$ cat config.mk
export PLATFORM = sky130hd
export DESIGN_NAME = eth_recv_udp
export DESIGN_NICKNAME = d
export VERILOG_FILES = /design/src/rtl/eth_recv_udp.sv
export SDC_FILE = /design/constraint.sdc
export NUM_CORES = 1
export LEC_CHECK = 0
export BUFFER_PORTS_ARGS = -buffer_cell sky130_fd_sc_hd__buf_2
export CAP_MARGIN = 30
export CORE_MARGIN = 2
export CORE_UTILIZATION = 48
export DETAILED_ROUTE_END_ITERATION = 7
export GPL_TIMING_DRIVEN = 0
export PLACE_DENSITY = 0.77
export SETUP_SLACK_MARGIN = 0.5
export SYNTH_ARGS = -nofsm -noshare
export SYNTH_HDL_FRONTEND = slang
export SYNTH_SLANG_ARGS = --single-unit
$ cat constraint.sdc
create_clock -name clk156 -period 2.2 [get_ports clk156]
set_clock_uncertainty 0.2 [all_clocks]
set_input_delay 0.44 -clock clk156 [delete_from_list [all_inputs] [get_ports clk156]]
set_output_delay 0.44 -clock clk156 [all_outputs]
set_load 0.01 [all_outputs]
$ cat src/rtl/eth_recv_udp.sv
// eth_recv_udp: receive-side UDP filter for the 10G MAC rx stream (clk156 domain).
// Parses the Ethernet/IPv4/UDP header over the first six beats, drops every
// frame not addressed to this node, strips the 42-byte header and re-aligns
// the UDP payload so the first payload byte lands in byte 0 of the output.
// Ports:
//   clk156, reset           : core clock, synchronous active-high reset
//   s_axis_rx_*             : MAC rx stream (no back-pressure)
//   m_axis_*                : re-aligned UDP payload stream (no back-pressure)
//   cnt_rx_frame/accept/drop: wrapping frame statistics
module eth_recv_udp #(
    parameter logic [47:0] LOCAL_MAC  = 48'h000A35000001,
    parameter logic [31:0] LOCAL_IP   = 32'hC0A80A01,
    parameter logic [15:0] LOCAL_PORT = 16'd3776
) (
    input  logic        clk156,
    input  logic        reset,
    input  logic        s_axis_rx_tvalid,
    input  logic [63:0] s_axis_rx_tdata,
    input  logic [7:0]  s_axis_rx_tkeep,
    input  logic        s_axis_rx_tlast,
    input  logic        s_axis_rx_tuser,
    output logic        m_axis_tvalid,
    output logic [63:0] m_axis_tdata,
    output logic [7:0]  m_axis_tkeep,
    output logic        m_axis_tlast,
    output logic        m_axis_tuser,
    output logic [31:0] cnt_rx_frame,
    output logic [31:0] cnt_rx_accept,
    output logic [31:0] cnt_rx_drop
);

    localparam int unsigned BEAT_W   = 3;
    localparam int unsigned CARRY_W  = 48;
    localparam int unsigned CKEEP_W  = 6;
    localparam logic [BEAT_W-1:0] LAST_HDR_BEAT = BEAT_W'(5);

    typedef enum logic [1:0] {
        SYNC    = 2'd0,
        HDR     = 2'd1,
        PAYLOAD = 2'd2,
        DROP    = 2'd3
    } state_t;

    state_t               state;
    logic [BEAT_W-1:0]    beat_idx;
    logic                 match;
    logic [CARRY_W-1:0]   carry;
    logic [CKEEP_W-1:0]   carry_keep;
    logic                 flush_pend;
    logic                 flush_user;

    logic [47:0]          dst_mac_c;
    logic                 hdr_ok_c;

    // Header fields are big-endian on the wire: byte 0 is the MAC MSB.
    assign dst_mac_c = {s_axis_rx_tdata[7:0],   s_axis_rx_tdata[15:8],
                        s_axis_rx_tdata[23:16], s_axis_rx_tdata[31:24],
                        s_axis_rx_tdata[39:32], s_axis_rx_tdata[47:40]};

    // Per-beat header field check for the current header beat.
    always_comb begin
        hdr_ok_c = 1'b1;
        case (beat_idx)
            BEAT_W'(0): hdr_ok_c = (dst_mac_c == LOCAL_MAC) ||
                                   (dst_mac_c == 48'hFFFF_FFFF_FFFF);
            BEAT_W'(1): hdr_ok_c = ({s_axis_rx_tdata[39:32], s_axis_rx_tdata[47:40]} == 16'h0800) &&
                                   (s_axis_rx_tdata[55:48] == 8'h45);
            BEAT_W'(2): hdr_ok_c = (s_axis_rx_tdata[63:56] == 8'h11);
            BEAT_W'(3): hdr_ok_c = ({s_axis_rx_tdata[55:48], s_axis_rx_tdata[63:56]} == LOCAL_IP[31:16]);
            BEAT_W'(4): hdr_ok_c = ({s_axis_rx_tdata[7:0], s_axis_rx_tdata[15:8]} == LOCAL_IP[15:0]) &&
                                   ({s_axis_rx_tdata[39:32], s_axis_rx_tdata[47:40]} == LOCAL_PORT);
            default:    hdr_ok_c = 1'b1;
        endcase
    end

    // Parser FSM, payload re-alignment and statistics.
    always_ff @(posedge clk156) begin
        if (reset) begin
            state         <= SYNC;
            beat_idx      <= '0;
            match         <= 1'b0;
            carry         <= '0;
            carry_keep    <= '0;
            flush_pend    <= 1'b0;
            flush_user    <= 1'b0;
            m_axis_tvalid <= 1'b0;
            m_axis_tdata  <= '0;
            m_axis_tkeep  <= '0;
            m_axis_tlast  <= 1'b0;
            m_axis_tuser  <= 1'b0;
            cnt_rx_frame  <= '0;
            cnt_rx_accept <= '0;
            cnt_rx_drop   <= '0;
        end else begin
            m_axis_tvalid <= 1'b0;
            m_axis_tlast  <= 1'b0;
            m_axis_tuser  <= 1'b0;
            flush_pend    <= 1'b0;

            // Trailing bytes of the previous frame; the input at most carries
            // a new beat 0 now, which never produces output.
            if (flush_pend) begin
                m_axis_tvalid <= 1'b1;
                m_axis_tdata  <= {16'h0, carry};
                m_axis_tkeep  <= {2'b00, carry_keep};
                m_axis_tlast  <= 1'b1;
                m_axis_tuser  <= flush_user;
            end

            if (s_axis_rx_tvalid) begin
                case (state)
                    // Skip the remainder of a frame cut by reset.
                    SYNC: begin
                        if (s_axis_rx_tlast) begin
                            state    <= HDR;
                            beat_idx <= '0;
                        end
                    end

                    HDR: begin
                        match <= (beat_idx == '0) ? hdr_ok_c : (match & hdr_ok_c);
                        if (beat_idx == LAST_HDR_BEAT) begin
                            carry      <= s_axis_rx_tdata[63:16];
                            carry_keep <= s_axis_rx_tkeep[7:2];
                            beat_idx   <= '0;
                            if (s_axis_rx_tlast) begin
                                // Payload fits entirely in this beat.
                                cnt_rx_frame <= cnt_rx_frame + 32'd1;
                                if (match && s_axis_rx_tuser) begin
                                    cnt_rx_accept <= cnt_rx_accept + 32'd1;
                                end else begin
                                    cnt_rx_drop <= cnt_rx_drop + 32'd1;
                                end
                                if (match && (s_axis_rx_tkeep[7:2] != '0)) begin
                                    flush_pend <= 1'b1;
                                    flush_user <= s_axis_rx_tuser;
                                end
                                state <= HDR;
                            end else begin
                                state <= match ? PAYLOAD : DROP;
                            end
                        end else if (s_axis_rx_tlast) begin
                            // Truncated header.
                            cnt_rx_frame <= cnt_rx_frame + 32'd1;
                            cnt_rx_drop  <= cnt_rx_drop + 32'd1;
                            beat_idx     <= '0;
                        end else begin
                            beat_idx <= beat_idx + BEAT_W'(1);
                        end
                    end

                    PAYLOAD: begin
                        m_axis_tvalid <= 1'b1;
                        m_axis_tdata  <= {s_axis_rx_tdata[15:0], carry};
                        m_axis_tkeep  <= {s_axis_rx_tkeep[1:0], carry_keep};
                        carry         <= s_axis_rx_tdata[63:16];
                        carry_keep    <= s_axis_rx_tkeep[7:2];
                        if (s_axis_rx_tlast) begin
                            cnt_rx_frame <= cnt_rx_frame + 32'd1;
                            if (s_axis_rx_tuser) begin
                                cnt_rx_accept <= cnt_rx_accept + 32'd1;
                            end else begin
                                cnt_rx_drop <= cnt_rx_drop + 32'd1;
                            end
                            // Bytes 2+ of the last beat spill into a flush beat.
                            if (s_axis_rx_tkeep[2]) begin
                                flush_pend <= 1'b1;
                                flush_user <= s_axis_rx_tuser;
                            end else begin
                                m_axis_tlast <= 1'b1;
                                m_axis_tuser <= s_axis_rx_tuser;
                            end
                            state    <= HDR;
                            beat_idx <= '0;
                        end
                    end

                    DROP: begin
                        if (s_axis_rx_tlast) begin
                            cnt_rx_frame <= cnt_rx_frame + 32'd1;
                            cnt_rx_drop  <= cnt_rx_drop + 32'd1;
                            state        <= HDR;
                            beat_idx     <= '0;
                        end
                    end

                    default: begin
                        state    <= SYNC;
                        beat_idx <= '0;
                    end
                endcase
            end else if (state == SYNC) begin
                // An idle cycle marks a frame boundary.
                state    <= HDR;
                beat_idx <= '0;
            end
        end
    end

endmodule

Yosys cells after proc, flatten, opt, wreduce, memory -nomap -nowiden
Index checks and enable logic that the tools add are counted.
W data, S select, Z words.
{"block": "totals", "reg_bits": 233, "in_bits": 77}
{"block": "op_classes", "add_sub_neg": 4, "eq_ne": 28, "n_mux": 62, "bitwise": 2, "n_reduce_logical": 22}
{"cell": "$mux W32", "count": 11}
{"cell": "$mux W64", "count": 3}
{"cell": "$add A32 B1 Y32 const B", "count": 3}
{"cell": "$pmux W32 S3", "count": 1}
{"cell": "$pmux W48 S2", "count": 1}
{"cell": "$pmux W32 S2", "count": 1}
{"cell": "$eq A16 B12 Y1 const B", "count": 3}
{"cell": "$eq A48 B36 Y1 const B", "count": 1}
{"cell": "$eq A48 B48 Y1 const B", "count": 1}
{"cell": "$mux W48", "count": 1}
{"cell": "$mux W1", "count": 24}
{"cell": "$mux W8", "count": 3}
{"cell": "$eq A16 B16 Y1 const B", "count": 1}
{"cell": "$ne A2 B2 Y1 const B", "count": 8}
{"cell": "$mux W3", "count": 5}
{"cell": "$reduce_and A7 Y1", "count": 2}
{"cell": "$pmux W6 S2", "count": 1}
{"cell": "$mux W2", "count": 5}
{"cell": "$ne A3 B3 Y1 const B", "count": 3}
{"cell": "$reduce_and A3 Y1", "count": 3}
{"cell": "$eq A8 B5 Y1 const B", "count": 1}
{"cell": "$eq A8 B7 Y1 const B", "count": 1}
{"cell": "$eq A3 B2 Y1 const B", "count": 2}
{"cell": "$eq A3 B3 Y1 const B", "count": 2}
{"cell": "23 further kinds", "count": 31}

Longest topological paths before layout
Gate-level depths: netlist of the first run.
{"block": "logic_depth", "word_depth": 6, "depth_mapped": 10, "ltp_nobuf": 8}

Worst setup path after synthesis of the first run
Ideal clock, no wire load.
{"block": "synth_timing", "kind": "reg-to-reg", "from": "reg state[0]", "to": "reg cnt_rx_frame[25]", "arrival_ns": 1.978, "required_time_ns": 1.930, "path_slack_ns": -0.049, "path_stages_with_launch": 10, "path_cell_list": "dfxtp_1 inv_1 ha_1 and3b_1 buf_2 nand4_2 or3_4 buf_6 or3_1 a21oi_1"}
{"block": "synth_via", "elab_chain_cells": 3, "word_cells_on_any_way": 5, "classes_between": "eq/ne: 3; reduce/logical: 2"}
{"element": "start, declared", "line_no": "44", "text": "state_t state;"}
{"element": "start signal, assigned", "line_no": "140", "text": "state <= match ? PAYLOAD : DROP;"}
{"element": "$eq A2 B2 Y1 / $eq A2 B1 Y1 (equally long branches)", "line_no": "111", "text": "case (state)"}
{"element": "$reduce_or A3 Y1 (no source line) (*)"}
{"element": "$reduce_and A3 Y1 (no source line) (*)"}
{"element": "end signal, assigned", "line_no": "128", "text": "cnt_rx_frame <= cnt_rx_frame + 32'd1;"}
{"element": "end signal, assigned", "line_no": "144", "text": "cnt_rx_frame <= cnt_rx_frame + 32'd1;"}
{"element": "end signal, assigned", "line_no": "159", "text": "cnt_rx_frame <= cnt_rx_frame + 32'd1;"}
{"element": "end, declared", "line_no": "27", "text": "output logic [31:0] cnt_rx_frame,"}
Mark *: on every way between the ends. The rest lies on a longest branch, timed or not.
A chain may end at the register's enable or synchronous reset.

Worst setup path in the final report of the first run
{"block": "layout_timing", "from": "reg state[1]", "to": "reg cnt_rx_drop[14]"}
{"block": "layout_via", "elab_chain_cells": 3, "word_cells_on_any_way": 10, "classes_between": "eq/ne: 7; mux: 1; reduce/logical: 2"}
{"element": "$eq A2 B1 Y1 / $eq A2 B2 Y1 (equally long branches)", "line_no": "111"}
{"element": "$ne A3 B3 Y1 (no source line) (tied with other cells)"}
{"element": "$reduce_and A6 Y1 (no source line)"}
{"element": "end signal, assigned", "line_no": "132", "text": "cnt_rx_drop <= cnt_rx_drop + 32'd1;"}
{"element": "end signal, assigned", "line_no": "145", "text": "cnt_rx_drop <= cnt_rx_drop + 32'd1;"}
{"element": "end signal, assigned", "line_no": "163", "text": "cnt_rx_drop <= cnt_rx_drop + 32'd1;"}
{"element": "end, declared", "line_no": "29", "text": "output logic [31:0] cnt_rx_drop"}
Parallel ways exist; a longest one is shown, timed or not.

==> results of run 1 <==
cells in the mapped netlist (2+ instances only):
cell type	number	area (um2)
sky130_fd_sc_hd__clkbuf_1	60	225
sky130_fd_sc_hd__a31oi_1	4	25.0
sky130_fd_sc_hd__or4_1	5	37.5
sky130_fd_sc_hd__nand2b_1	2	12.5
sky130_fd_sc_hd__nand4_2	2	25.0
sky130_fd_sc_hd__nor4_1	27	169
sky130_fd_sc_hd__buf_6	2	22.5
sky130_fd_sc_hd__ha_1	12	150
sky130_fd_sc_hd__and2_1	9	56.3
sky130_fd_sc_hd__dfxtp_1	233	4660
sky130_fd_sc_hd__xnor2_1	47	412
sky130_fd_sc_hd__nand4_4	2	42.5
sky130_fd_sc_hd__nor2_1	95	357
sky130_fd_sc_hd__nor4b_1	3	26.3
sky130_fd_sc_hd__xor2_1	22	193
sky130_fd_sc_hd__o21ai_0	27	135
sky130_fd_sc_hd__nor2b_1	5	31.3
sky130_fd_sc_hd__o31ai_1	4	30.0
sky130_fd_sc_hd__nor4_2	5	62.6
sky130_fd_sc_hd__nand4_1	33	206
sky130_fd_sc_hd__buf_2	6	30.0
sky130_fd_sc_hd__nand3_1	36	180
sky130_fd_sc_hd__or2_2	2	12.5
sky130_fd_sc_hd__and4b_1	2	20.0
sky130_fd_sc_hd__a21oi_1	155	776
sky130_fd_sc_hd__nand3b_1	18	135
sky130_fd_sc_hd__and3_1	9	56.3
sky130_fd_sc_hd__nor3b_1	4	30.0
sky130_fd_sc_hd__mux2i_1	8	80.1
sky130_fd_sc_hd__inv_1	21	78.8
sky130_fd_sc_hd__and4_1	11	96.3
sky130_fd_sc_hd__or3_1	20	125
sky130_fd_sc_hd__nand2_1	278	1040
sky130_fd_sc_hd__buf_4	3	22.5
sky130_fd_sc_hd__nor3_1	20	100
cells by family (layout without fill, tap and decap cells):
logic type                 after synthesis  in the layout
other                                    0              3
and+or+nand+nor                        598            598
xor gates and xnor gates                69             69
buffers and inverters                   93            526
AOI/OAI and AO/OA                      197            197
DFF                                    233            233
muxes                                    8              8
adders and majority gates               12             12
worst paths after layout:
| check | depth (start not counted) | start | endpoint | slack, ps |
|---|---|---|---|---|
| max | 11 | state[1]$_SDFFE_PP0P_ | cnt_rx_drop[14]$_SDFFE_PP0P_ | -130 |
| min | 3 | s_axis_rx_tdata[61] | carry[45]$_SDFFE_PP0P_ | 2 |
| max reg2reg | 11 | state[1]$_SDFFE_PP0P_ | cnt_rx_drop[14]$_SDFFE_PP0P_ | -130 |
| min reg2reg | 2 | m_axis_tdata[46]$_SDFF_PP0_ | m_axis_tdata[46]$_SDFF_PP0_ | 250 |
where the power goes:
group          leakage [nW]  total [mW]  internal (mW)  switching (mW)
Sequential             1.92        4.30           4.26          0.0408
Clock                 0.404        4.23           2.46            1.77
Combinational          4.04       0.759          0.334           0.425
Total                  6.37        9.30           7.06            2.24
cell type report:
type	count	area, um2	share of cell area (%)
plain buffers	72	682	4.45
well taps	270	338	2.20
flip-flops and latches	233	4780	31.2
clock buffers	29	649	4.24
inverters	21	86.3	0.563
multi-input cells	884	5910	38.5
repair buffers	390	2720	17.7
clock inverters	14	159	1.04
diodes	3	7.51	0.0490
registers in the layout, summed over array words and instances, names as in the netlist:
signal and count:
cnt_rx_accept 32, carry_keep 6, match 1, flush_user 1, beat_idx 3, m_axis_tlast 1
state 2, m_axis_tvalid 1, m_axis_tuser 1, flush_pend 1, m_axis_tdata 64, cnt_rx_drop 32
cnt_rx_frame 32, m_axis_tkeep 8, carry 48
what timing repair did:
item                                    4_1_cts  5_1_grt
gates cloned                                 13        2
hold endpoints to repair                     61        0
setup buffers                                59       10
endpoints found under the setup margin      300      287
resized for setup                           269      146
pin swaps                                   108       64
hold buffers                                 61        0
critical path, delay by kind of cell (launching register included):
family	cells	cell delay, ps
DFF	1	380
xor gates and xnor gates	1	140
adders and majority gates	1	160
buffers and inverters	4	550
and+or+nand+nor	4	520
AOI/OAI and AO/OA	1	220
stage by stage:
step	total power [mW]	hold WS (ps)	instances	area [um2]	util [%]
finish	9.30	2.48	1916	15300	76.0
global route	9.52	8.37	1913	15300	76.0
CTS	9.16	0.209	1901	14700	72.9
detailed placement	4.84	242	1725	11600	57.8
global placement	4.83	236	1725	11600	57.8
floorplan	4.62	237	1210	10100	-
layer usage:
metal  track usage, %  share of wire (%)  up-vias
met4             11.5                4.6        0
li1                 -                  -     4982
met3             6.46                9.3      165
met2             51.9                 48      675
met5                0                  0        -
met1             38.3                 38     5256
==> report_table.html, run 1 <==
<table>
<tr><th>Metric</th><th>Value</th></tr>
<tr><th colspan="2">Critical path</th></tr>
<tr><td>CP max stage cell</td><td>sky130_fd_sc_hd__dfxtp_4</td></tr>
<tr><td>Largest stage delay on the critical path</td><td>380 ps</td></tr>
<tr><td>Series of cell instances along the critical path</td><td>inv_4 &gt; ha_4 &gt; buf_6 &gt; nand3_4 &gt; a32o_2 &gt; nand4_1 &gt; buf_4 &gt; buf_6 &gt; nor3_4 &gt; xnor2_1 &gt; nor2_1</td></tr>
<tr><td>Arrival time reported for the critical path endpoint</td><td>about 2500 ps</td></tr>
<tr><td>Most frequent CP cell</td><td>sky130_fd_sc_hd__buf_6</td></tr>
<tr><td>Critical Setup Path Class</td><td>reg2reg</td></tr>
<tr><td>Crit Path Max Fanout</td><td>5</td></tr>
<tr><td>Nature of the critical path startpoint</td><td>flip-flop</td></tr>
<tr><td>Critical path data required time</td><td>around 2400 ps</td></tr>
<tr><td>CP Capture Type</td><td>flip-flop</td></tr>
<tr><th colspan="2">Placement</th></tr>
<tr><td>Post-DP HPWL</td><td>20,900 um</td></tr>
<tr><td>Number of buffers added on ports</td><td>roughly 250</td></tr>
<tr><td>Weighted congestion at the end of routability-driven global placement</td><td>slightly below 0.9</td></tr>
<tr><td>Pre-CTS setup slack</td><td>-374 ps</td></tr>
<tr><th colspan="2">Finish</th></tr>
<tr><td>Number of nets in the layout</td><td>around 1,700</td></tr>
<tr><td>Fillers</td><td>approximately 1,200</td></tr>
<tr><td>Top library cells by usage in the layout, fill and taps aside</td><td>sky130_fd_sc_hd__buf_2, sky130_fd_sc_hd__nand2_1, sky130_fd_sc_hd__dfxtp_1</td></tr>
<tr><td>Leading cell type in the layout, fill and taps excluded</td><td>sky130_fd_sc_hd__buf_2</td></tr>
<tr><td>Synth-to-layout area growth</td><td>55.7%</td></tr>
<tr><td>Layout cells sized above 1</td><td>approximately two fifths</td></tr>
<tr><th colspan="2">Yosys</th></tr>
<tr><td>Top FF cell, synth</td><td>sky130_fd_sc_hd__dfxtp_1</td></tr>
<tr><td>Synthesis-stage register bit count</td><td>233</td></tr>
<tr><td>Basic-gate share of the synthesized area counting and, or, nand and nor cells</td><td>between 20% and 30%</td></tr>
<tr><td>Parity-gate share of the synthesized area counting xor and xnor cells</td><td>under 10%</td></tr>
<tr><td>Multiplexer fraction of the synthesized cell area</td><td>0.813%</td></tr>
<tr><td>Main combinational cell family by area after synthesis</td><td>simple AND/OR/NAND/NOR gates</td></tr>
<tr><td>Post-Synth Adder-Cell Area</td><td>1.52%</td></tr>
<tr><td>Synthesized net count</td><td>around 1,300</td></tr>
<tr><td>Count of warnings emitted by yosys</td><td>0</td></tr>
<tr><td>Avg Inst Size Synth</td><td>8.14 um2</td></tr>
<tr><td>Share of the synthesized area in compound gates (AO/OA/AOI/OAI)</td><td>between 10% and 20%</td></tr>
<tr><td>EDFF count, synth</td><td>0</td></tr>
<tr><td>Proportion of synthesized chip area in sequential cells</td><td>47.4%</td></tr>
<tr><td>Proportion of register bits with asynchronous set or reset after synthesis</td><td>0%</td></tr>
<tr><td>Distinct cell type count of the synthesized netlist</td><td>53</td></tr>
<tr><td>Cell area after technology mapping</td><td>around 10000 um2</td></tr>
<tr><td>Synthesized instance count</td><td>approximately 1,200</td></tr>
<tr><th colspan="2">STA</th></tr>
<tr><td>F_max</td><td>about 0.43 GHz</td></tr>
<tr><td>Number of endpoints with negative hold slack in the final report</td><td>0</td></tr>
<tr><td>Final total negative setup slack</td><td>-1140 ps</td></tr>
<tr><td>Worst Slack Setup Final</td><td>-132 ps</td></tr>
<tr><td>Actual transition at the worst max-transition pin</td><td>about 800 ps</td></tr>
<tr><td>Setup Viol. Count Final</td><td>27</td></tr>
<tr><td>Max-slew headroom</td><td>between 40 and 50%</td></tr>
<tr><td>RSZ-0062 raised after global routing</td><td>true</td></tr>
<tr><td>Final Slew Violations</td><td>0</td></tr>
<tr><td>Final Cycle Share</td><td>106%</td></tr>
<tr><td>Minimum clock period after layout</td><td>about 2300 ps</td></tr>
<tr><th colspan="2">Clocking</th></tr>
<tr><td>CTS tree</td><td>built</td></tr>
<tr><td>Clock input transition at the sequential cells of the worst setup and hold paths</td><td>approximately 70 ps</td></tr>
<tr><td>Skew-Pair Late Insertion Delay</td><td>530 ps</td></tr>
<tr><td>Max clock buf depth</td><td>3</td></tr>
<tr><td>CTS Buf Count</td><td>24</td></tr>
<tr><td>Level count of the clock H-tree</td><td>1</td></tr>
<tr><td>Clk sink count</td><td>233</td></tr>
<tr><td>Cell chosen for the clock root</td><td>sky130_fd_sc_hd__clkbuf_16</td></tr>
<tr><th colspan="2">Global routing</th></tr>
<tr><td>Global-route congestion overflow total</td><td>0</td></tr>
<tr><td>Number of antenna violations at the first check in global routing</td><td>1</td></tr>
<tr><td>Global-route wire length before repair</td><td>54,400 um</td></tr>
<tr><td>Maximum number of pins on one net before global-route repair</td><td>15</td></tr>
<tr><td>Vias in the first global route</td><td>between 10,000 and 15,000</td></tr>
<tr><td>GRT Resource Usage Total</td><td>a little under a third</td></tr>
<tr><th colspan="2">Power and ir drop</th></tr>
<tr><td>Static power due to leakage</td><td>about 6.4 nW</td></tr>
<tr><td>Worst VDD drop</td><td>about 0.00049 V</td></tr>
<tr><td>Total power density per cell area</td><td>606 nW/um2</td></tr>
<tr><th colspan="2">Floorplan</th></tr>
<tr><td>Die Footprint</td><td>about 22,000 um2</td></tr>
<tr><td>Total core area</td><td>roughly 20,000 um2</td></tr>
<tr><td>Die span in x</td><td>around 150 um</td></tr>
<tr><td>Starting density of the core</td><td>48.8%</td></tr>
<tr><td>Y dimension of the die</td><td>~150 um</td></tr>
<tr><td>Number of core rows</td><td>52</td></tr>
<tr><td>Num ports</td><td>approximately 250</td></tr>
<tr><th colspan="2">Run status</th></tr>
<tr><td>Violated checks</td><td>negative setup slack</td></tr>
<tr><td>Status</td><td>finished with violations</td></tr>
<tr><th colspan="2">Worst hold path</th></tr>
<tr><td>Min-delay worst type</td><td>in2reg</td></tr>
<tr><th colspan="2">Route</th></tr>
<tr><td>Detailed Routing Iterations Pass 1</td><td>6</td></tr>
<tr><td>Count of vias placed by the detailed router</td><td>11,100</td></tr>
<tr><td>Total wire length</td><td>36,900 um</td></tr>
<tr><td>Count of nets left with antenna violations after detail routing</td><td>0</td></tr>
<tr><td>Drt first-iter violations</td><td>between 800 and 900</td></tr>
<tr><td>Mean number of vias per cell</td><td>5.78</td></tr>
<tr><td>Post-route DRC</td><td>0</td></tr>
<tr><td>Routed WL per cell</td><td>between 15 and 20 um</td></tr>
<tr><th colspan="2">Job</th></tr>
<tr><td>Max-cap violation count</td><td>0</td></tr>
</table>
Note: power is estimated with default switching activity, not from simulation.
==> inputs of run 2 (changes only) <==
- CTS_BUF_LIST: unset -> sky130_fd_sc_hd__clkbuf_4
- SLEW_MARGIN: unset -> 5
==> run 2 against run 1 <==
Fmax fell by 2.3%. Largest power group unchanged. Critical path depth did not move. First-iteration DRC count rose by 21%. Sequential power barely moved. Setup slack got worse by 55 ps. The flow still finishes with violations (negative setup slack). Critical endpoint is now cnt_rx_drop[28]$_SDFFE_PP0P_. Via count rose by 6.9%. Critical path type unchanged. Sequential cell count did not move. Non-clock buffer count rose by 36.
==> report_table.html, run 2 (synthesized netlist as in run 1, its figures left out) <==
<table>
<tr><th>Metric</th><th>Value</th></tr>
<tr><th colspan="2">STA</th></tr>
<tr><td>RSZ-0062 raised after global routing</td><td>true</td></tr>
<tr><td>Minimum clock period after layout</td><td>approximately 2400 ps</td></tr>
<tr><td>Worst Slack Setup Final</td><td>-187 ps</td></tr>
<tr><td>F_max</td><td>about 0.42 GHz</td></tr>
<tr><td>Max-slew headroom</td><td>a little under half</td></tr>
<tr><td>Setup Viol. Count Final</td><td>54</td></tr>
<tr><td>Min Hold Slack</td><td>around 68 ps</td></tr>
<tr><td>Number of endpoints with negative hold slack in the final report</td><td>0</td></tr>
<tr><td>Final Cycle Share</td><td>108%</td></tr>
<tr><td>Actual transition at the worst max-transition pin</td><td>between 800 and 900 ps</td></tr>
<tr><td>Final Slew Violations</td><td>0</td></tr>
<tr><th colspan="2">Floorplan</th></tr>
<tr><td>Die Footprint</td><td>21,700 um2</td></tr>
<tr><td>Number of core rows</td><td>52</td></tr>
<tr><td>Num ports</td><td>248</td></tr>
<tr><td>Total core area</td><td>20,200 um2</td></tr>
<tr><td>Starting density of the core</td><td>between 40% and 50%</td></tr>
<tr><td>Die span in x</td><td>about 150 um</td></tr>
<tr><td>Y dimension of the die</td><td>between 100 and 150 um</td></tr>
<tr><th colspan="2">Finish</th></tr>
<tr><td>Largest registers</td><td>m_axis_tdata: 64 flops, carry: 48 flops</td></tr>
<tr><td>Top library cells by usage in the layout, fill and taps aside</td><td>sky130_fd_sc_hd__nand2_1, sky130_fd_sc_hd__buf_2, sky130_fd_sc_hd__dfxtp_1</td></tr>
<tr><td>Final standard cell count with taps included and fillers excluded</td><td>2,011</td></tr>
<tr><td>Leading cell type in the layout, fill and taps excluded</td><td>sky130_fd_sc_hd__nand2_1</td></tr>
<tr><td>Final standard cell area without fillers</td><td>about 16,000 um2</td></tr>
<tr><td>Number of flip-flops in the largest register</td><td>64</td></tr>
<tr><td>Layout cells sized above 1</td><td>between 40 and 50%</td></tr>
<tr><td>Register with the most flip-flops</td><td>m_axis_tdata</td></tr>
<tr><td>Fillers</td><td>~1,100</td></tr>
<tr><td>Synth-to-layout area growth</td><td>62.5%</td></tr>
<tr><td>Number of nets in the layout</td><td>roughly 1,800</td></tr>
<tr><th colspan="2">Critical path</th></tr>
<tr><td>CP Capture Type</td><td>flip-flop</td></tr>
<tr><td>Depth of the most critical reg-to-reg path</td><td>11</td></tr>
<tr><td>Source of the worst register-to-register timing path</td><td>state[1]$_SDFFE_PP0P_</td></tr>
<tr><td>Critical path data required time</td><td>2560 ps</td></tr>
<tr><td>Crit Path Max Fanout</td><td>5</td></tr>
<tr><td>Slack of the worst reg-to-reg path</td><td>-190 ps</td></tr>
<tr><td>Critical Setup Path Class</td><td>reg2reg</td></tr>
<tr><td>Worst r2r dst</td><td>cnt_rx_drop[28]$_SDFFE_PP0P_</td></tr>
<tr><td>Nature of the critical path startpoint</td><td>flip-flop</td></tr>
<tr><td>Arrival time reported for the critical path endpoint</td><td>2750 ps</td></tr>
<tr><th colspan="2">Global routing</th></tr>
<tr><td>Number of antenna violations at the first check in global routing</td><td>3</td></tr>
<tr><td>Maximum number of pins on one net before global-route repair</td><td>18</td></tr>
<tr><td>Vias in the first global route</td><td>10,800</td></tr>
<tr><td>GRT Resource Usage Total</td><td>a little under a third</td></tr>
<tr><td>Global-route congestion overflow total</td><td>0</td></tr>
<tr><td>Global-route wire length before repair</td><td>between 50,000 and 60,000 um</td></tr>
<tr><th colspan="2">Power and ir drop</th></tr>
<tr><td>Total power density per cell area</td><td>around 540 nW/um2</td></tr>
<tr><td>Worst VDD drop</td><td>0.000420 V</td></tr>
<tr><td>Static power due to leakage</td><td>6.61 nW</td></tr>
<tr><th colspan="2">Clocking</th></tr>
<tr><td>Clk sink count</td><td>233</td></tr>
<tr><td>Clock input transition at the sequential cells of the worst setup and hold paths</td><td>around 80 ps</td></tr>
<tr><td>Skew-Pair Late Insertion Delay</td><td>approximately 760 ps</td></tr>
<tr><td>CTS Buf Count</td><td>60</td></tr>
<tr><td>Cell chosen for the clock root</td><td>sky130_fd_sc_hd__clkbuf_4</td></tr>
<tr><td>Max clock buf depth</td><td>3</td></tr>
<tr><td>CTS tree</td><td>built</td></tr>
<tr><td>Level count of the clock H-tree</td><td>2</td></tr>
<tr><th colspan="2">Placement</th></tr>
<tr><td>Weighted congestion at the end of routability-driven global placement</td><td>0.866</td></tr>
<tr><td>Number of instances in the placed design</td><td>about 1,700</td></tr>
<tr><td>Number of buffers added on ports</td><td>roughly 250</td></tr>
<tr><td>Area after detailed placement</td><td>approximately 12,000 um2</td></tr>
<tr><td>Post-DP HPWL</td><td>approximately 21,000 um</td></tr>
<tr><th colspan="2">Route</th></tr>
<tr><td>Count of nets left with antenna violations after detail routing</td><td>0</td></tr>
<tr><td>Post-route DRC</td><td>0</td></tr>
<tr><td>Drt first-iter violations</td><td>976</td></tr>
<tr><td>Detailed Routing Iterations Pass 1</td><td>7</td></tr>
<tr><td>Total wire length</td><td>42,100 um</td></tr>
<tr><td>Mean number of vias per cell</td><td>between 5 and 6</td></tr>
<tr><td>Count of vias placed by the detailed router</td><td>roughly 12,000</td></tr>
<tr><td>Routed WL per cell</td><td>about 21 um</td></tr>
<tr><th colspan="2">Worst hold path</th></tr>
<tr><td>Min-Delay Endpoint</td><td>m_axis_tlast$_SDFF_PP0_</td></tr>
<tr><td>Number of instances on the worst hold path</td><td>4</td></tr>
<tr><td>Startpoint of the worst hold path</td><td>s_axis_rx_tkeep[2]</td></tr>
<tr><td>Min-delay worst type</td><td>in2reg</td></tr>
<tr><th colspan="2">Run status</th></tr>
<tr><td>Violated checks</td><td>negative setup slack</td></tr>
<tr><td>Status</td><td>finished with violations</td></tr>
<tr><th colspan="2">Job</th></tr>
<tr><td>Max-cap violation count</td><td>0</td></tr>
</table>
[run 2: cell types whose count changed in the layout (fill, tap and decap cells not counted), moves of 12 or more]
cell / change
sky130_fd_sc_hd__nand2_4: +13
sky130_fd_sc_hd__clkbuf_16: -23
sky130_fd_sc_hd__buf_2: -32
sky130_fd_sc_hd__dfxtp_4: +31
sky130_fd_sc_hd__clkbuf_4: +78
sky130_fd_sc_hd__dfxtp_2: -47
sky130_fd_sc_hd__buf_4: +14
sky130_fd_sc_hd__dfxtp_1: +16
sky130_fd_sc_hd__dlygate4sd3_1: +12
sky130_fd_sc_hd__buf_6: +40
sky130_fd_sc_hd__clkinv_1: +12
[run 2: power breakdown]
group	leakage [nW]	switching, mW	internal, mW
Sequential	1.92	0.0425	4.23
Combinational	4.28	0.470	0.369
Clock	0.412	1.88	1.72
Total	6.61	2.39	6.31
[run 2: metrics by stage]
step / total power [mW] / utilization (%) / setup TNS, ps / setup WS (ps)
6_report: 8.70 / 79.4 / -3650 / -187
5_1_grt: 8.94 / 79.3 / -6680 / -242
4_1_cts: 8.48 / 71.9 / -893 / -92.4
3_5_place_dp: 4.84 / 57.8 / -27470 / -374
3_3_place_gp: 4.83 / 57.8 / -21920 / -292
2_1_floorplan: 4.62 / - / 0 / 69.8
[run 2: worst max-delay path, stage by stage, from the launching register on]
cell and delay, ps:
sky130_fd_sc_hd__dfxtp_4 390, sky130_fd_sc_hd__inv_4 60, sky130_fd_sc_hd__ha_4 160, sky130_fd_sc_hd__buf_6 130, sky130_fd_sc_hd__nand3_4 80, sky130_fd_sc_hd__a32o_2 230
sky130_fd_sc_hd__nand4_1 130, sky130_fd_sc_hd__buf_6 160, sky130_fd_sc_hd__buf_8 130, sky130_fd_sc_hd__nor4_4 270, sky130_fd_sc_hd__xnor2_1 180, sky130_fd_sc_hd__nor2_1 60
[run 2: routing by layer]
layer	track usage (%)	wire length (um)	part of all wire, %
met1	38.7	14900	35
met2	53.6	20000	47
met3	7.36	4390	10
met4	13.6	2830	6.7
met5	0	12	0.029
[run 2: what timing repair did]
| action | in CTS | in global routing |
|---|---|---|
| setup endpoints to repair | 392 | 393 |
| hold endpoints to repair | 75 | 0 |
| gates cloned | 13 | 5 |
| resized for setup | 205 | 296 |
| hold buffers | 73 | 0 |
| pin swaps | 96 | 95 |
| setup buffers | 44 | 46 |
[run 2: how the worst max path moves through the flow]
stage	start	endpoint
2_1_floorplan	state[0]$_SDFFE_PP0P_	cnt_rx_frame[25]$_SDFFE_PP0P_
3_3_place_gp	state[0]$_SDFFE_PP0P_	cnt_rx_accept[31]$_SDFFE_PP0P_
3_5_place_dp	state[0]$_SDFFE_PP0P_	cnt_rx_accept[31]$_SDFFE_PP0P_
4_1_cts	state[1]$_SDFFE_PP0P_	cnt_rx_drop[28]$_SDFFE_PP0P_
5_1_grt	state[1]$_SDFFE_PP0P_	cnt_rx_drop[28]$_SDFFE_PP0P_
6_report	state[1]$_SDFFE_PP0P_	cnt_rx_drop[28]$_SDFFE_PP0P_
[run 2: layout make-up]
class	instances	area (um2)	area share, %
diodes	5	12.5	0.0782
plain buffers	72	699	4.37
clock buffers	82	616	3.85
clock inverters	18	83.8	0.524
inverters	21	86.3	0.539
multi-input cells	884	6030	37.7
flip-flops and latches	233	4840	30.2
well taps	270	338	2.11
repair buffers	426	3300	20.6
==> inputs of run 3 (changes only) <==
- CELL_PAD_IN_SITES_DETAIL_PLACEMENT: unset -> 2
- CELL_PAD_IN_SITES_GLOBAL_PLACEMENT: unset -> 2
- CORE_UTILIZATION: 48 -> 28
- PLACE_DENSITY: 0.77 -> 0.78
==> run 3 against run 2 <==
The run still ends with negative setup slack left. Sequential power about the same. Fmax down 4.6%. Setup slack got worse by 110 ps. Critical path depth shrank 3. Sequential share of layout area fell by 2.8 points. Cell area rose by 11%. Register-to-register slack worse by 110 ps. Non-clock buffer count increased by 40. First-iteration DRC count shrank 52%. Combinational power increased by 23%.
==> report_table.html, run 3 (synthesized netlist as in run 1, its figures left out) <==
<table>
<tr><th>Metric</th><th>Value</th></tr>
<tr><th colspan="2">Route</th></tr>
<tr><td>Drt first-iter violations</td><td>473</td></tr>
<tr><td>Detailed Routing Iterations Pass 1</td><td>5</td></tr>
<tr><td>Routed WL per cell</td><td>between 20 and 30 um</td></tr>
<tr><td>Count of vias placed by the detailed router</td><td>around 12,000</td></tr>
<tr><td>Post-route DRC</td><td>0</td></tr>
<tr><td>Count of nets left with antenna violations after detail routing</td><td>0</td></tr>
<tr><td>Mean number of vias per cell</td><td>between 5 and 6</td></tr>
<tr><td>Total wire length</td><td>slightly above 60,000 um</td></tr>
<tr><th colspan="2">Global routing</th></tr>
<tr><td>Number of antenna violations at the first check in global routing</td><td>3</td></tr>
<tr><td>Global-route congestion overflow total</td><td>0</td></tr>
<tr><td>Maximum number of pins on one net before global-route repair</td><td>11</td></tr>
<tr><td>Global-route wire length before repair</td><td>between 70,000 and 80,000 um</td></tr>
<tr><td>Vias in the first global route</td><td>roughly 13,000</td></tr>
<tr><td>GRT Resource Usage Total</td><td>28.1%</td></tr>
<tr><th colspan="2">Floorplan</th></tr>
<tr><td>Die Footprint</td><td>36,700 um2</td></tr>
<tr><td>Total core area</td><td>34,600 um2</td></tr>
<tr><td>Number of core rows</td><td>a little under 70</td></tr>
<tr><td>Die span in x</td><td>~190 um</td></tr>
<tr><td>Y dimension of the die</td><td>between 150 and 200 um</td></tr>
<tr><td>Num ports</td><td>248</td></tr>
<tr><td>Starting density of the core</td><td>between 20% and 30%</td></tr>
<tr><th colspan="2">STA</th></tr>
<tr><td>Max-slew headroom</td><td>between 30 and 40%</td></tr>
<tr><td>Minimum clock period after layout</td><td>approximately 2500 ps</td></tr>
<tr><td>Actual transition at the worst max-transition pin</td><td>1010 ps</td></tr>
<tr><td>Setup Viol. Count Final</td><td>between 150 and 200</td></tr>
<tr><td>Number of endpoints with negative hold slack in the final report</td><td>0</td></tr>
<tr><td>Final Cycle Share</td><td>114%</td></tr>
<tr><td>Final Slew Violations</td><td>0</td></tr>
<tr><td>RSZ-0062 raised after global routing</td><td>true</td></tr>
<tr><td>F_max</td><td>about 0.4 GHz</td></tr>
<tr><td>Worst Slack Setup Final</td><td>-302 ps</td></tr>
<tr><th colspan="2">Critical path</th></tr>
<tr><td>CP top delay family</td><td>simple AND/OR/NAND/NOR gates</td></tr>
<tr><td>Critical path data required time</td><td>between 2000 and 3000 ps</td></tr>
<tr><td>Critical Setup Path Class</td><td>reg2reg</td></tr>
<tr><td>Critical path buffer and inverter count</td><td>2</td></tr>
<tr><td>Nature of the critical path startpoint</td><td>flip-flop</td></tr>
<tr><td>CP Capture Type</td><td>flip-flop</td></tr>
<tr><td>Slack of the worst reg-to-reg path</td><td>-300 ps</td></tr>
<tr><td>Cell depth of the worst setup path</td><td>8</td></tr>
<tr><td>CP max stage cell</td><td>sky130_fd_sc_hd__dfxtp_1</td></tr>
<tr><td>Series of cell instances along the critical path</td><td>ha_1 &gt; nand2_1 &gt; nor2_1 &gt; nand4_1 &gt; buf_4 &gt; buf_6 &gt; o21ai_0 &gt; a21oi_1</td></tr>
<tr><td>Crit Path Max Fanout</td><td>5</td></tr>
<tr><td>Largest stage delay on the critical path</td><td>410 ps</td></tr>
<tr><td>Arrival time reported for the critical path endpoint</td><td>2820 ps</td></tr>
<tr><td>Depth of the most critical reg-to-reg path</td><td>8</td></tr>
<tr><th colspan="2">Power and ir drop</th></tr>
<tr><td>Total power density per cell area</td><td>544 nW/um2</td></tr>
<tr><td>Static power due to leakage</td><td>between 7 and 8 nW</td></tr>
<tr><td>Worst VDD drop</td><td>around 0.00032 V</td></tr>
<tr><td>Total Power Consumption</td><td>9.67 mW</td></tr>
<tr><th colspan="2">Clocking</th></tr>
<tr><td>Cell chosen for the clock root</td><td>sky130_fd_sc_hd__clkbuf_4</td></tr>
<tr><td>Clock input transition at the sequential cells of the worst setup and hold paths</td><td>~80 ps</td></tr>
<tr><td>Level count of the clock H-tree</td><td>3</td></tr>
<tr><td>Max clock buf depth</td><td>3</td></tr>
<tr><td>Skew-Pair Late Insertion Delay</td><td>just over 700 ps</td></tr>
<tr><td>Clk sink count</td><td>233</td></tr>
<tr><td>CTS tree</td><td>built</td></tr>
<tr><td>CTS Buf Count</td><td>70</td></tr>
<tr><th colspan="2">Run status</th></tr>
<tr><td>Violated checks</td><td>negative setup slack</td></tr>
<tr><td>Status</td><td>finished with violations</td></tr>
<tr><th colspan="2">Worst hold path</th></tr>
<tr><td>Number of instances on the worst hold path</td><td>4</td></tr>
<tr><td>Min-delay worst type</td><td>in2reg</td></tr>
<tr><th colspan="2">Finish</th></tr>
<tr><td>Final cell utilization of the core</td><td>approximately half</td></tr>
<tr><td>Top library cells by usage in the layout, fill and taps aside</td><td>sky130_fd_sc_hd__buf_2, sky130_fd_sc_hd__dfxtp_1, sky130_fd_sc_hd__nand2_1</td></tr>
<tr><td>Number of flip-flops in the largest register</td><td>64</td></tr>
<tr><td>Number of nets in the layout</td><td>between 1,500 and 2,000</td></tr>
<tr><td>Register with the most flip-flops</td><td>m_axis_tdata</td></tr>
<tr><td>Layout cells sized above 1</td><td>about 53%</td></tr>
<tr><td>Final standard cell count with taps included and fillers excluded</td><td>~2,200</td></tr>
<tr><td>Largest registers</td><td>m_axis_tdata: 64 flops, carry: 48 flops</td></tr>
<tr><td>Leading cell type in the layout, fill and taps excluded</td><td>sky130_fd_sc_hd__buf_2</td></tr>
<tr><td>Synth-to-layout area growth</td><td>80.7%</td></tr>
<tr><td>Fillers</td><td>~3,500</td></tr>
<tr><th colspan="2">Placement</th></tr>
<tr><td>Number of buffers added on ports</td><td>approximately 250</td></tr>
<tr><td>Weighted congestion at the end of routability-driven global placement</td><td>around 0.82</td></tr>
<tr><td>Pre-CTS setup slack</td><td>-516 ps</td></tr>
<tr><td>Number of instances in the placed design</td><td>approximately 1,900</td></tr>
<tr><td>Post-DP HPWL</td><td>about 29,000 um</td></tr>
<tr><th colspan="2">Job</th></tr>
<tr><td>Max-cap violation count</td><td>0</td></tr>
</table>
[run 3: changes by cell type in the layout (fill, tap and decap cells not counted), sizes merged]
cell,before,now
buf,367,411
inv,21,24
clkinvlp,2,0
bufinv,0,1
bufbuf,1,0
diode,5,2
clkinv,16,7
clkbuf,139,153
[run 3: routing by layer]
layer	part of all wire, %	global-route usage, %	vias up
li1	-	-	5263
met1	37	31.3	5997
met2	54	52.1	433
met3	5.4	6.30	163
met4	3.6	9.44	4
met5	0.045	0	-
[run 3: report_power, final]
group          total [mW]  switching, mW  internal (mW)
combinational        1.03          0.591          0.439
clock                4.38           2.22           2.16
sequential           4.26         0.0519           4.21
[run 3: final cells by class]
| class | instances | area (um2) | share of cell area (%) |
|---|---|---|---|
| Antenna cell | 2 | 5.00 | 0.0281 |
| Buffer | 72 | 696 | 3.91 |
| Clock buffer | 99 | 743 | 4.18 |
| Clock inverter | 11 | 68.8 | 0.387 |
| Inverter | 21 | 86.3 | 0.485 |
| Multi-Input combinational cell | 884 | 6870 | 38.6 |
| Sequential cell | 233 | 4880 | 27.4 |
| Tap cell | 455 | 569 | 3.20 |
| Timing Repair Buffer | 466 | 3870 | 21.7 |
[run 3: worst reg2reg max path, cell delays in order (launching register included)]
cell	delay [ps]
sky130_fd_sc_hd__dfxtp_1	410
sky130_fd_sc_hd__ha_1	280
sky130_fd_sc_hd__nand2_1	110
sky130_fd_sc_hd__nor2_1	260
sky130_fd_sc_hd__nand4_1	260
sky130_fd_sc_hd__buf_4	220
sky130_fd_sc_hd__buf_6	140
sky130_fd_sc_hd__o21ai_0	300
sky130_fd_sc_hd__a21oi_1	140
[run 3: path summary, 6_finish.rpt]
kind	to	startpoint
max	cnt_rx_drop[18]$_SDFFE_PP0P_	cnt_rx_drop[1]$_SDFFE_PP0P_
min	m_axis_tuser$_SDFF_PP0_	s_axis_rx_tkeep[2]
max reg2reg	cnt_rx_drop[18]$_SDFFE_PP0P_	cnt_rx_drop[1]$_SDFFE_PP0P_
min reg2reg	m_axis_tkeep[2]$_SDFF_PP0_	carry_keep[2]$_SDFFE_PP0P_
[run 3: through the flow]
step                hold WS [ps]  TNS (ps)  instance area (um2)
CTS                         15.6     -1650                15900
floorplan                    237         0                10100
global route                 124    -24890                17800
finish                       113    -17720                17800
global placement             239    -58840                11900
detailed placement           245    -61900                11900
[run 3: repair_timing]
action | 4_1_cts | 5_1_grt
hold buffers | 73 | 0
pin swaps | 93 | 233
setup endpoints to repair | 399 | 403
resized for setup | 413 | 356
setup buffers | 93 | 39
cloned | 11 | 5
endpoints found under the hold margin | 75 | 0
